[src/rtl/rr_hold_scheduler_if.sv]
// rr_hold_scheduler_if
// Bundles the request/grant signals shared between the requesting agents
// and the round-robin hold scheduler.
//
// Signals:
//   req            N_REQ  per-requester request level (held while ownership is wanted)
//   release_strobe N_REQ  per-requester one-cycle release strobe; only the owner's
//                         bit matters ("release" is a reserved word in SystemVerilog,
//                         hence the longer name)
//   grant          N_REQ  one-hot grant, all-zero when nobody owns the resource
//   grant_valid    1      high when any grant bit is set
//   grant_id       ID_W   index of the current owner, 0 when grant_valid is low
//   timeout_pulse  1      one-cycle pulse when an owner is forcibly revoked
//
// Modports:
//   master - requester side (drives req/release_strobe)
//   slave  - scheduler side (drives grant outputs)

interface rr_hold_scheduler_if #(
   parameter int N_REQ = 3,
   parameter int ID_W  = 2
);
   logic [N_REQ-1:0] req;
   logic [N_REQ-1:0] release_strobe;
   logic [N_REQ-1:0] grant;
   logic             grant_valid;
   logic [ID_W-1:0]  grant_id;
   logic             timeout_pulse;

   modport master (
      output req,
      output release_strobe,
      input  grant,
      input  grant_valid,
      input  grant_id,
      input  timeout_pulse
   );

   modport slave (
      input  req,
      input  release_strobe,
      output grant,
      output grant_valid,
      output grant_id,
      output timeout_pulse
   );
endinterface

[src/rtl/rr_hold_scheduler.sv]
// rr_hold_scheduler
// Round-robin scheduler for one non-preemptible resource shared by N_REQ
// requesters. The winner keeps ownership over many cycles until it pulses
// its release strobe or drops its request; priority then rotates to the
// requester after the last owner. grant_id drives the resource select mux.
// There is always one idle cycle between successive owners.
//
// Ports:
//   clock     rising-edge clock
//   reset_an  asynchronous active-low reset
//   bus       rr_hold_scheduler_if.slave (req, release_strobe in;
//             grant, grant_valid, grant_id, timeout_pulse out, all registered)
//
// Parameters:
//   N_REQ     number of requesters (2..8)
//   ID_W      width of grant_id, 2**ID_W >= N_REQ
//   MAX_HOLD  longest ownership in cycles when the hold limit is built in (2..255)
//
// Optional feature (macro RR_HOLD_SCHED_TIMEOUT_EN):
//   Defined   - an owner that holds for MAX_HOLD cycles is revoked, timeout_pulse
//               fires for one cycle and the owner is masked until it drops req.
//   Undefined - no hold limit, timeout_pulse is constant 0, no masking.

module rr_hold_scheduler #(
   parameter int N_REQ    = 3,
   parameter int ID_W     = 2,
   parameter int MAX_HOLD = 16
) (
   input logic                clock,
   input logic                reset_an,
   rr_hold_scheduler_if.slave bus
);

   typedef enum logic {IDLE, OWN} state_t;

   localparam logic [7:0]       HOLD_LAST = 8'(MAX_HOLD - 1);
   localparam logic [N_REQ-1:0] ONE_HOT0  = N_REQ'(1);

   state_t           state;
   logic [ID_W-1:0]  pointer;
   logic [ID_W-1:0]  owner;
   logic [N_REQ-1:0] grant_r;
   logic             valid_r;
   logic             pulse_r;
   logic [7:0]       hold_cnt;
   logic [N_REQ-1:0] mask;

   logic [N_REQ-1:0] eff_req;
   logic             found;
   logic [ID_W-1:0]  win_id;
   logic             owner_done;
   logic [ID_W-1:0]  ptr_after_owner;

`ifdef RR_HOLD_SCHED_TIMEOUT_EN
   logic [N_REQ-1:0] owner_bit;
   assign owner_bit = ONE_HOT0 << owner;
`else
   assign mask = '0;
`endif

   assign eff_req = bus.req & ~mask;

   // Rotating priority search: the first eligible requester starting at
   // pointer and wrapping modulo N_REQ wins.
   always_comb begin
      found  = 1'b0;
      win_id = '0;
      for (int k = 0; k < N_REQ; k++) begin
         if (!found && eff_req[(int'(pointer) + k) % N_REQ]) begin
            found  = 1'b1;
            win_id = ID_W'((int'(pointer) + k) % N_REQ);
         end
      end
   end

   // Normal end of ownership: the owner releases or withdraws its request.
   // Strobes and request changes from anyone else are irrelevant here.
   assign owner_done      = bus.release_strobe[owner] | ~bus.req[owner];
   assign ptr_after_owner = (int'(owner) == N_REQ - 1) ? '0 : owner + ID_W'(1);

   // Scheduler FSM with all outputs registered. Entering IDLE always
   // spends one cycle there, giving the guaranteed gap between owners.
   // Without the hold limit, hold_cnt simply saturates and has no effect.
   always_ff @(posedge clock or negedge reset_an) begin
      if (!reset_an) begin
         state    <= IDLE;
         pointer  <= '0;
         owner    <= '0;
         grant_r  <= '0;
         valid_r  <= 1'b0;
         pulse_r  <= 1'b0;
         hold_cnt <= '0;
`ifdef RR_HOLD_SCHED_TIMEOUT_EN
         mask     <= '0;
`endif
      end else begin
         pulse_r <= 1'b0;
`ifdef RR_HOLD_SCHED_TIMEOUT_EN
         mask    <= mask & bus.req;
`endif
         case (state)
            IDLE: begin
               if (found) begin
                  grant_r  <= ONE_HOT0 << win_id;
                  valid_r  <= 1'b1;
                  owner    <= win_id;
                  hold_cnt <= '0;
                  state    <= OWN;
               end
            end
            OWN: begin
               if (owner_done) begin
                  grant_r <= '0;
                  valid_r <= 1'b0;
                  owner   <= '0;
                  pointer <= ptr_after_owner;
                  state   <= IDLE;
               end
`ifdef RR_HOLD_SCHED_TIMEOUT_EN
               else if (hold_cnt == HOLD_LAST) begin
                  grant_r <= '0;
                  valid_r <= 1'b0;
                  owner   <= '0;
                  pointer <= ptr_after_owner;
                  pulse_r <= 1'b1;
                  mask    <= (mask & bus.req) | owner_bit;
                  state   <= IDLE;
               end
`endif
               else if (hold_cnt != HOLD_LAST) begin
                  hold_cnt <= hold_cnt + 8'd1;
               end
            end
            default: state <= IDLE;
         endcase
      end
   end

   assign bus.grant         = grant_r;
   assign bus.grant_valid   = valid_r;
   assign bus.grant_id      = owner;
   assign bus.timeout_pulse = pulse_r;

endmodule

[src/flat_wrapper.sv]
// flat-port wrapper written by rule: the top's interface ports become plain ports
module rr_hold_scheduler_flat 
#(
   parameter int N_REQ    = 3,
   parameter int ID_W     = 2,
   parameter int MAX_HOLD = 16
)
  (clock, reset_an, bus_req, bus_release_strobe, bus_grant, bus_grant_valid, bus_grant_id, bus_timeout_pulse);
  rr_hold_scheduler_if #(.N_REQ(N_REQ), .ID_W(ID_W)) bus_i ();
  input logic clock;
  input logic reset_an;
  input wire logic [$bits(bus_i.req)-1:0] bus_req;
  input wire logic [$bits(bus_i.release_strobe)-1:0] bus_release_strobe;
  output wire logic [$bits(bus_i.grant)-1:0] bus_grant;
  output wire logic [$bits(bus_i.grant_valid)-1:0] bus_grant_valid;
  output wire logic [$bits(bus_i.grant_id)-1:0] bus_grant_id;
  output wire logic [$bits(bus_i.timeout_pulse)-1:0] bus_timeout_pulse;
  assign bus_i.req = bus_req;
  assign bus_i.release_strobe = bus_release_strobe;
  assign bus_grant = bus_i.grant;
  assign bus_grant_valid = bus_i.grant_valid;
  assign bus_grant_id = bus_i.grant_id;
  assign bus_timeout_pulse = bus_i.timeout_pulse;
  rr_hold_scheduler #(.N_REQ(N_REQ), .ID_W(ID_W), .MAX_HOLD(MAX_HOLD)) u_core (.clock(clock), .reset_an(reset_an), .bus(bus_i));
endmodule
[config.mk]
export PLATFORM = sky130hd
export DESIGN_NAME = rr_hold_scheduler_flat
export DESIGN_NICKNAME = d
export VERILOG_FILES = /design/src/rtl/rr_hold_scheduler_if.sv /design/src/rtl/rr_hold_scheduler.sv /design/src/flat_wrapper.sv
export SDC_FILE = /design/constraint.sdc
export NUM_CORES = 1
export LEC_CHECK = 0
export CAP_MARGIN = 20
export CELL_PAD_IN_SITES_DETAIL_PLACEMENT = 0
export CELL_PAD_IN_SITES_GLOBAL_PLACEMENT = 1
export CORE_ASPECT_RATIO = 0.75
export CORE_MARGIN = 4
export CORE_UTILIZATION = 35
export CTS_BUF_LIST = sky130_fd_sc_hd__clkbuf_4 sky130_fd_sc_hd__clkbuf_8
export DETAILED_ROUTE_END_ITERATION = 6
export PLACE_DENSITY_LB_ADDON = 0.12
export SYNTH_ARGS = -nofsm -noshare
export SYNTH_HDL_FRONTEND = slang
export SYNTH_SLANG_ARGS = --single-unit
[constraint.sdc]
create_clock -name clock -period 2 [get_ports clock]
set_clock_uncertainty 0.2 [all_clocks]
set_input_delay 0.4 -clock clock [delete_from_list [all_inputs] [get_ports clock]]
set_output_delay 0.4 -clock clock [all_outputs]
set_load 0.01 [all_outputs]
==> results by group, run 1 <==
Die
  • Die area: between 2000 and 3000 um2
  • # IOs: 15
  • FP Rows: 13
  • Initial Utilization: approximately 38%
  • Core box area: between 1500 and 2000 um2
  • Die H: about 46 um
  • Die width: 58.6 um

GRT
  • Vias in the first global route: about 660
  • Gr usage total: between 10% and 20%
  • Largest net degree at the start of global routing: 10
  • First-pass GRT wire length: slightly above 3000 um
  • GRT Residual Overflow: 0
  • Initial antenna violation count: 0

Clock tree
  • Clk buf depth: 2
  • # clock sinks: 9
  • Cts hold-fix bufs: 0
  • CTS clk-pin slew, worst paths: around 70 ps
  • Clk_lat worst skew: between 200 and 300 ps
  • Root Driver: clkbuf_4
  • Num CTS Buffers: 3
  • H-tree levels: 1
  • CTS tree: done

Layout
  • P&R area growth vs syn: 65.8%
  • Fin area: roughly 1100 um2
  • Nets: between 100 and 150
  • Fillers: roughly 150
  • Post-Layout Cell Count: approximately 130
  • N_diodes: 0
  • Share of cells above drive strength 1: between 40% and 50%

STA
  • Fin crit period: about 2100 ps
  • Final period util: 107%
  • Slew Viols, Final: 0
  • Fin Hold WS: 229 ps
  • Final hold violation count: 0
  • Fmax: between 400 and 500 MHz
  • Unrepaired setup endpoints after global routing: true
  • Setup Viol. Count Final: 5
  • Final worst slack: -138 ps
  • Setup total negative slack: -574 ps

Power and ir drop
  • Power per cell area: 1800 nW/um2
  • Pwr Total: around 2.0 mW
  • Sw Pwr: 0.830 mW
  • Leak: approximately 0.5 nW
  • Internal power: 1.18 mW
  • Seq pwr share: roughly 17%
  • Switching part of the total power: between 40 and 50%
  • Comb power frac: roughly three quarters
  • Clk network pwr share: just over 8%
  • Worst vdd ir: between 1 and 1.5 mV

Worst setup path
  • Setup slack, reg-to-reg: -140 ps
  • CP Capture Type: flip-flop
  • Worst path bufs/invs: 2
  • Reg-to-Reg End: u_core.bus.grant[2]
  • WP data required: 1960 ps
  • Crit path launch type: flip-flop
  • CP max stage cell: dfrtp_1
  • Cell Chain, Critical Path: buf_6, ha_4, and3b_2, a21oi_4, o311a_1, o31ai_2, buf_4, a22o_1
  • Worst path arrival time: ~2100 ps
  • CP max stage delay: 400 ps
  • Top Family by Delay on Critical Path: compound AO/OA/AOI/OAI gates
  • Crit Path Max Fanout: 6
  • Worst Setup SP: u_core.pointer[1]
  • Reg2reg start: u_core.pointer[1]
  • R2R depth: 8
  • CP Class: reg2reg

Route
  • Routed Antenna Nets: 0
  • DR iter-0 viols: 22
  • Remaining DRCs: 0
  • DR vias: roughly 660
  • WL final: 1990 um
  • WL/cell: 15.4 um
  • Vias per cell: between 5 and 6
  • Pre-Repair DR Iteration Count: 4

Synthesis
  • Number of synthesized flops with an enable pin: 0
  • Post-synthesis cell area: ~670 um2
  • #FFs+latches synth: 9
  • Post-Syn Nets: slightly above 80
  • Top-count cell post-synth: dfrtp_1
  • Post-synthesis cell type count: 34
  • Ys async rst share: 100%
  • Top cell type's share of synthesized area: about a third
  • Synth cell count leaders: 9 x dfrtp_1, 6 x inv_1, 6 x nor2_1
  • Top FF cell, synth: dfrtp_1
  • Synth area leaders: dfrtp_1 33%, ha_1 7.4%, mux2i_1 5.9%, inv_1 3.3%, mux2_2 3.3%
  • YS warnings: 0
  • Cell count after synthesis: 70
  • Post-synth top area cell: dfrtp_1
  • Register area share after synthesis: between 30% and 40%
  • Syn avg cell area: just under 10 um2

Place
  • Placed Cells incl. Taps: between 100 and 150
  • Post-DP HPWL: roughly 1400 um
  • Placer's final routability congestion estimate: around 0.84
  • Post-DP Area: between 900 and 1000 um2
  • Port bufs: 13

Status
  • Violated checks: negative setup slack
  • Status: finished with violations

Job
  • Maxcap violations: 0

Hold path
  • Hold Path Class: in2async
==> flip-flops by register name, summed over array words and instances (netlist names) <==
register and count:
u_core.bus.grant 3, u_core.bus.grant_id 2, u_core.bus.grant_valid 1, u_core.pointer 2, u_core.state 1
==> cell type report <==
cell class                 count  area [um2]  area share, %
inverter                       6        22.5           2.02
timing repair buffer          35         298           26.7
multi-input combinational     53         512           45.9
tap                           22        27.5           2.47
sequential                     9         226           20.3
clock buffer                   4        30.0           2.69
==> through the flow <==
step / utilization [%] / setup WS, ps
after floorplan: - / -37.6
after global routing: 62.9 / -216
final: 62.9 / -138
after CTS: 58.8 / -142
after detailed placement: 55.1 / -409
after global placement: 55.1 / -400
==> worst max path at each step <==
stage          slack (ps)  cells after the start                endpoint
5_1_grt              -220                      9     u_core.bus.grant[2]
6_report             -140                      8     u_core.bus.grant[2]
3_5_place_dp         -410                      6     u_core.bus.grant[0]
2_1_floorplan         -40                      7  u_core.bus.grant_id[0]
4_1_cts              -140                      7  u_core.bus.grant_id[0]
3_3_place_gp         -400                      6     u_core.bus.grant[0]
==> repair_timing <==
| action | CTS | global route |
|---|---|---|
| endpoints found under the setup margin | 6 | 6 |
| pin swaps | 6 | 6 |
| resized for setup | 5 | 11 |
| buffers inserted | 3 | 3 |
==> logic make-up (layout without fill, tap and decap cells) <==
family	Yosys count	after routing	synth area share, %
flops	9	9	33.5
other cells	1	1	0.557
buf+inv	8	45	5.20
mux	7	7	11.5
compound gates	19	19	23.6
fa+ha+maj	4	4	7.44
simple gates	22	22	18.2
==> layer usage <==
layer | share of wire (%) | vias up | routed length, um | track usage [%]
met1 | 44 | 310 | 883 | 20.4
li1 | - | 328 | - | -
met3 | 5.8 | 4 | 116 | 4.82
met4 | 1.3 | 0 | 26 | 2.71
met2 | 48 | 21 | 963 | 26.1
met5 | 0 | - | 0 | 0
==> power by group through the flow <==
stage / sequential, mW / combinational [mW] / clock, mW
2_1_floorplan: 0.348 / 0.696 / 0
4_1_cts: 0.337 / 1.31 / 0.163
5_1_grt: 0.354 / 1.62 / 0.179
6_report: 0.342 / 1.51 / 0.162
3_3_place_gp: 0.332 / 1.20 / 0
3_5_place_dp: 0.338 / 1.21 / 0
==> cells in the final DEF (no fill, tap or decap), types with 2 or more instances in the layout <==
master / instances
buf_4: 21
clkdlybuf4s50_1: 12
dfrtp_1: 8
nor2_1: 6
nand2_1: 4
clkbuf_4: 4
inv_2: 3
inv_1: 3
nand2b_1: 3
mux2_4: 3
mux2i_4: 2
nand3b_1: 2
o21ai_1: 2
mux2i_1: 2
a22o_1: 2
ha_4: 2
ha_1: 2
No activity file was read; power rests on OpenSTA's default activity.
==> run 2, diff against run 1 <==
Settings changed: RECOVER_POWER from default to 100, SKIP_CTS_REPAIR_TIMING from default to 1, TNS_END_PERCENT from default to 50.
==> results by group, run 2 (synthesis results as in run 1) <==
Power and ir drop
  • Seq pwr share: 18.4% (was 17.0%)
  • Switching part of the total power: 41.5% (was 41.3%)
  • Sw Pwr: 0.762 mW (was 0.830 mW)
  • Worst vdd ir: 1.06 mV (was 1.11 mV)
  • Clk network pwr share: 8.8% (was 8.1%)
  • Comb power frac: 72.8% (was 74.9%)
  • Internal power: 1.08 mW (was 1.18 mW)
  • Power per cell area: 1730 nW/um2 (was 1800 nW/um2)
  • Leak: 0.493 nW (was 0.499 nW)

GRT
  • First-pass GRT wire length: 2970 um (was 3080 um)
  • GRT Residual Overflow: 0 (unchanged)
  • Largest net degree at the start of global routing: 10 (unchanged)
  • Vias in the first global route: 630 (was 657)
  • Gr usage total: 15.2% (was 15.7%)
  • Initial antenna violation count: 0 (unchanged)

Place
  • Dpl ws: -409 ps (unchanged)
  • Placed Cells incl. Taps: 119 (unchanged)
  • Placer's final routability congestion estimate: 0.839 (unchanged)
  • Port bufs: 13 (unchanged)
  • Post-DP HPWL: 1440 um (unchanged)

Job
  • Maxcap violations: 0 (unchanged)

Layout
  • Layout Utilization: 59.9% (was 62.9%)
  • Share of cells above drive strength 1: 38.8% (was 43.0%)
  • Post-Layout Cell Count: 125 (was 129)
  • P&R area growth vs syn: 57.8% (was 65.8%)
  • Commonest non-fill, non-tap cell in the layout: buf_4 (unchanged)
  • Fillers: 161 (was 145)
  • Commonest non-fill, non-tap cells in the layout: 17 x buf_4, 8 x dfrtp_1, 6 x nor2_1, 6 x clkdlybuf4s50_1, 6 x dlygate4sd3_1 (was 21 x buf_4, 12 x clkdlybuf4s50_1, 8 x dfrtp_1, 6 x nor2_1)
  • N_diodes: 0 (unchanged)
  • Nets: 116 (was 120)
  • Largest register FFs: 3 (unchanged)

Worst setup path
  • CP Capture Type: flip-flop (unchanged)
  • CP max stage delay: 390 ps (was 400 ps)
  • Crit Path Max Fanout: 7 (was 6)
  • CP max stage cell: dfrtp_1 (unchanged)
  • CP Class: reg2reg (unchanged)
  • Worst path arrival time: 2190 ps (was 2090 ps)
  • WP data required: 2010 ps (was 1960 ps)
  • Cell Chain, Critical Path: buf_4, ha_4, and3b_2, a21oi_4, a311oi_2, or3_1, a21bo_1 (was buf_6, ha_4, and3b_2, a21oi_4, o311a_1, o31ai_2, buf_4, a22o_1)
  • Crit path launch type: flip-flop (unchanged)

Die
  • # IOs: 15 (unchanged)
  • Die width: 58.6 um (unchanged)
  • Die H: 46.0 um (unchanged)
  • FP Rows: 13 (unchanged)
  • Initial Utilization: 38.0% (unchanged)
  • Core box area: 1770 um2 (unchanged)
  • Die area: 2700 um2 (unchanged)

Clock tree
  • Root Driver: clkbuf_4 (unchanged)
  • Num CTS Buffers: 3 (unchanged)
  • H-tree levels: 1 (unchanged)
  • CTS tree: done (unchanged)
  • Clk_lat worst skew: 270 ps (about the same)
  • # clock sinks: 9 (unchanged)
  • Clk buf depth: 2 (unchanged)
  • CTS clk-pin slew, worst paths: 70 ps (about the same)

Route
  • DR vias: 640 (was 663)
  • WL final: 1870 um (was 1990 um)
  • WL/cell: 14.9 um (was 15.4 um)
  • DR iter-0 viols: 25 (was 22)
  • Remaining DRCs: 0 (unchanged)
  • Pre-Repair DR Iteration Count: 4 (unchanged)
  • Routed Antenna Nets: 0 (unchanged)
  • Vias per cell: 5.12 (was 5.14)

STA
  • Final hold violation count: 0 (unchanged)
  • Unrepaired setup endpoints after global routing: true (unchanged)
  • Slew Viols, Final: 0 (unchanged)
  • Fin crit period: 2180 ps (was 2140 ps)
  • Final period util: 109% (was 107%)
  • Final worst slack: -181 ps (was -138 ps)
  • Setup Viol. Count Final: 6 (was 5)
  • Fin Hold WS: 297 ps (was 229 ps)
  • Fmax: 458 MHz (was 468 MHz)

Status
  • Status: finished with violations (unchanged)
  • Violated checks: negative setup slack (unchanged)

Hold path
  • Hold Path Class: in2async (unchanged)
run 2: area by class of cell:
cell class | instances | area [um2] | area share [%]
flip-flops and latches | 9 | 226 | 21.3
well taps | 22 | 27.5 | 2.59
inverters | 6 | 22.5 | 2.12
multi-input cells | 53 | 490 | 46.2
clock buffers | 4 | 30.0 | 2.83
repair buffers | 31 | 265 | 25.0
run 2: per-stage QoR:
step                total power [mW]  area [um2]  setup TNS (ps)
floorplan                       1.04         712           -78.8
global placement                1.53         977           -2720
detailed placement              1.55         977           -2780
CTS                             1.71        1010            -622
global route                    1.97        1060           -1210
finish                          1.84        1060            -745
run 2: path summary, 6_finish.rpt:
check / start / end / slack [ps] / cells past startpoint
max: u_core.pointer[1] / u_core.bus.grant_id[0] / -180 / 7
max in group asynchronous: reset_an / u_core.pointer[0] / 980 / 1
max reg2reg: u_core.pointer[1] / u_core.bus.grant_id[0] / -180 / 7
min: reset_an / u_core.bus.grant[0] / 300 / 1
min in group clock: u_core.bus.grant[1] / u_core.bus.grant[1] / 310 / 1
min reg2reg: u_core.bus.grant[1] / u_core.bus.grant[1] / 310 / 1
run 2: routing by layer:
metal  vias up  GRT usage, %  share of wire [%]
li1        322             -                  -
met5         -             0                  0
met3         2          4.82                6.5
met2        19          25.2                 47
met1       297          19.7                 45
met4         0          2.71               0.64
run 2: worst max-delay path: cells and delay by family, from the launching register on:
kind	cells	cell delay, ps
simple gates	2	610
buf+inv	1	150
compound gates	3	530
fa+ha+maj	1	240
flops	1	390
run 2: power groups by stage:
stage / combinational (mW) / sequential (mW) / clock [mW]
finish: 1.34 / 0.339 / 0.161
floorplan: 0.696 / 0.348 / 0
global route: 1.44 / 0.350 / 0.179
detailed placement: 1.21 / 0.338 / 0
global placement: 1.20 / 0.332 / 0
CTS: 1.22 / 0.335 / 0.163
==> run 3, diff against run 2 <==
Settings changed: PLACE_DENSITY from default to 0.78, PLACE_DENSITY_LB_ADDON 0.12 to default.
==> results by group, run 3 (synthesis results as in run 1) <==
Worst setup path
  • Worst path bufs/invs: 2 (was 1)
  • CP max stage cell: clkdlybuf4s50_1 (was dfrtp_1)
  • CP max stage delay: 560 ps (was 390 ps)
  • Cell Chain, Critical Path: clkdlybuf4s50_1, clkbuf_4, nand2_1, o32a_1, o221a_2, or3b_1, o31ai_4 (was buf_4, ha_4, and3b_2, a21oi_4, a311oi_2, or3_1, a21bo_1)
  • Crit path launch type: input port (was flip-flop)
  • Worst path arrival time: 2100 ps (was 2190 ps)
  • CP Capture Type: flip-flop (unchanged)
  • WP data required: 1980 ps (was 2010 ps)
  • CP Class: in2reg (was reg2reg)
  • Crit Path Max Fanout: 4 (was 7)
  • Setup slack, reg-to-reg: -120 ps (was -180 ps)
  • R2R depth: 6 (was 7)
  • Reg-to-Reg End: u_core.bus.grant[2] (was u_core.bus.grant_id[0])
  • Top Family by Delay on Critical Path: buffers and inverters (was simple AND/OR/NAND/NOR gates)
  • Reg2reg start: u_core.pointer[1] (unchanged)

STA
  • Fin crit period: 2120 ps (was 2180 ps)
  • Slew Viols, Final: 0 (unchanged)
  • Final hold violation count: 0 (unchanged)
  • Fmax: 471 MHz (was 458 MHz)
  • Final period util: 106% (was 109%)
  • Setup Viol. Count Final: 5 (was 6)
  • Final worst slack: -123 ps (was -181 ps)
  • Unrepaired setup endpoints after global routing: true (unchanged)

Power and ir drop
  • Worst vdd ir: 0.848 mV (was 1.06 mV)
  • Power per cell area: 1710 nW/um2 (was 1730 nW/um2)
  • Leak: 0.498 nW (was 0.493 nW)

GRT
  • Initial antenna violation count: 0 (unchanged)
  • GRT Residual Overflow: 0 (unchanged)
  • First-pass GRT wire length: 2810 um (was 2970 um)
  • Largest net degree at the start of global routing: 10 (unchanged)
  • Gr usage total: 14.5% (was 15.2%)
  • Vias in the first global route: 629 (was 630)

Clock tree
  • CTS clk-pin slew, worst paths: 60 ps (was 70 ps)
  • Clk buf depth: 2 (unchanged)
  • H-tree levels: 1 (unchanged)
  • Num CTS Buffers: 3 (unchanged)
  • Clk_lat worst skew: 260 ps (was 270 ps)
  • # clock sinks: 9 (unchanged)
  • CTS tree: done (unchanged)
  • Root Driver: clkbuf_4 (unchanged)

Layout
  • Nets: 117 (was 116)
  • Commonest non-fill, non-tap cell in the layout: buf_4 (unchanged)
  • Commonest non-fill, non-tap cells in the layout: 16 x buf_4, 9 x dfrtp_1, 6 x nor2_1, 6 x clkdlybuf4s50_1, 6 x dlygate4sd3_1 (was 17 x buf_4, 8 x dfrtp_1, 6 x nor2_1, 6 x clkdlybuf4s50_1, 6 x dlygate4sd3_1)
  • Share of cells above drive strength 1: 39.4% (was 38.8%)
  • Layout Utilization: 61.0% (was 59.9%)
  • P&R area growth vs syn: 60.6% (was 57.8%)
  • N_diodes: 0 (unchanged)
  • Largest register FFs: 3 (unchanged)
  • Fin area: 1080 um2 (was 1060 um2)

Hold path
  • Hold depth: 1
  • Hold Crit Start: u_core.bus.grant[1]
  • Hold Path End: u_core.bus.grant[1]
  • Hold Path Class: reg2reg (was in2async)

Die
  • Die width: 58.6 um (unchanged)
  • FP Rows: 13 (unchanged)
  • Die area: 2700 um2 (unchanged)
  • Initial Utilization: 38.0% (unchanged)
  • Core box area: 1770 um2 (unchanged)
  • # IOs: 15 (unchanged)
  • Die H: 46.0 um (unchanged)

Route
  • DR iter-0 viols: 22 (was 25)
  • Routed Antenna Nets: 0 (unchanged)
  • Vias per cell: 5.17 (was 5.12)
  • WL final: 1750 um (was 1870 um)
  • WL/cell: 13.9 um (was 14.9 um)
  • Remaining DRCs: 0 (unchanged)
  • Pre-Repair DR Iteration Count: 4 (unchanged)
  • DR vias: 651 (was 640)

Place
  • Post-DP Area: 1000 um2 (was 977 um2)
  • Post-DP HPWL: 1400 um (was 1440 um)
  • Port bufs: 13 (unchanged)
  • Placer's final routability congestion estimate: 0.915 (was 0.839)

Job
  • Maxcap violations: 0 (unchanged)

Status
  • Status: finished with violations (unchanged)
  • Violated checks: negative setup slack (unchanged)
run 3: worst register-to-register path, stage by stage, from the launching register on:
cell     delay [ps]
dfrtp_1         410
buf_6           140
ha_4            250
buf_4           140
o311a_1         370
o31ai_4         370
a22o_1          190
run 3: area by class of cell:
type                    instances  area (um2)
fillers                       143         692
multi-input cells              53         499
repair buffers                 32         277
flip-flops and latches          9         225
clock buffers                   4        30.0
well taps                      22        27.5
inverters                       6        22.5
run 3: power by group:
group | total (mW) | internal (mW) | switching, mW
sequential | 0.328 | 0.262 | 0.0658
clock | 0.155 | 0.0905 | 0.0649
combinational | 1.36 | 0.721 | 0.641
run 3: layer usage:
metal | up-vias | global-route usage [%] | wire length, um
met2 | 18 | 22.5 | 786
li1 | 320 | - | -
met1 | 311 | 18.7 | 857
met5 | - | 0 | 0
met3 | 2 | 5.10 | 92
met4 | 0 | 5.43 | 13
run 3: worst max-delay path by stage:
stage / cells after the start / end / from
3_5_place_dp: 6 / u_core.bus.grant[0] / bus_req[0]
3_3_place_gp: 6 / u_core.bus.grant[0] / bus_req[0]
2_1_floorplan: 7 / u_core.bus.grant_id[0] / u_core.pointer[1]
4_1_cts: 8 / u_core.bus.grant[0] / u_core.pointer[0]
5_1_grt: 7 / u_core.bus.grant[0] / bus_req[2]
6_report: 7 / u_core.bus.grant[0] / bus_req[2]
run 3: per-stage QoR:
| step | total power [mW] | TNS [ps] | setup WS (ps) | cells | hold WS [ps] |
|---|---|---|---|---|---|
| CTS | 1.72 | -574 | -157 | 126 | 240 |
| finish | 1.85 | -591 | -123 | 126 | 301 |
| global placement | 1.53 | -2690 | -398 | 122 | 285 |
| global route | 1.99 | -1080 | -205 | 126 | 333 |
| detailed placement | 1.56 | -2880 | -421 | 122 | 291 |
| floorplan | 1.04 | -78.8 | -37.6 | 70 | -95.6 |
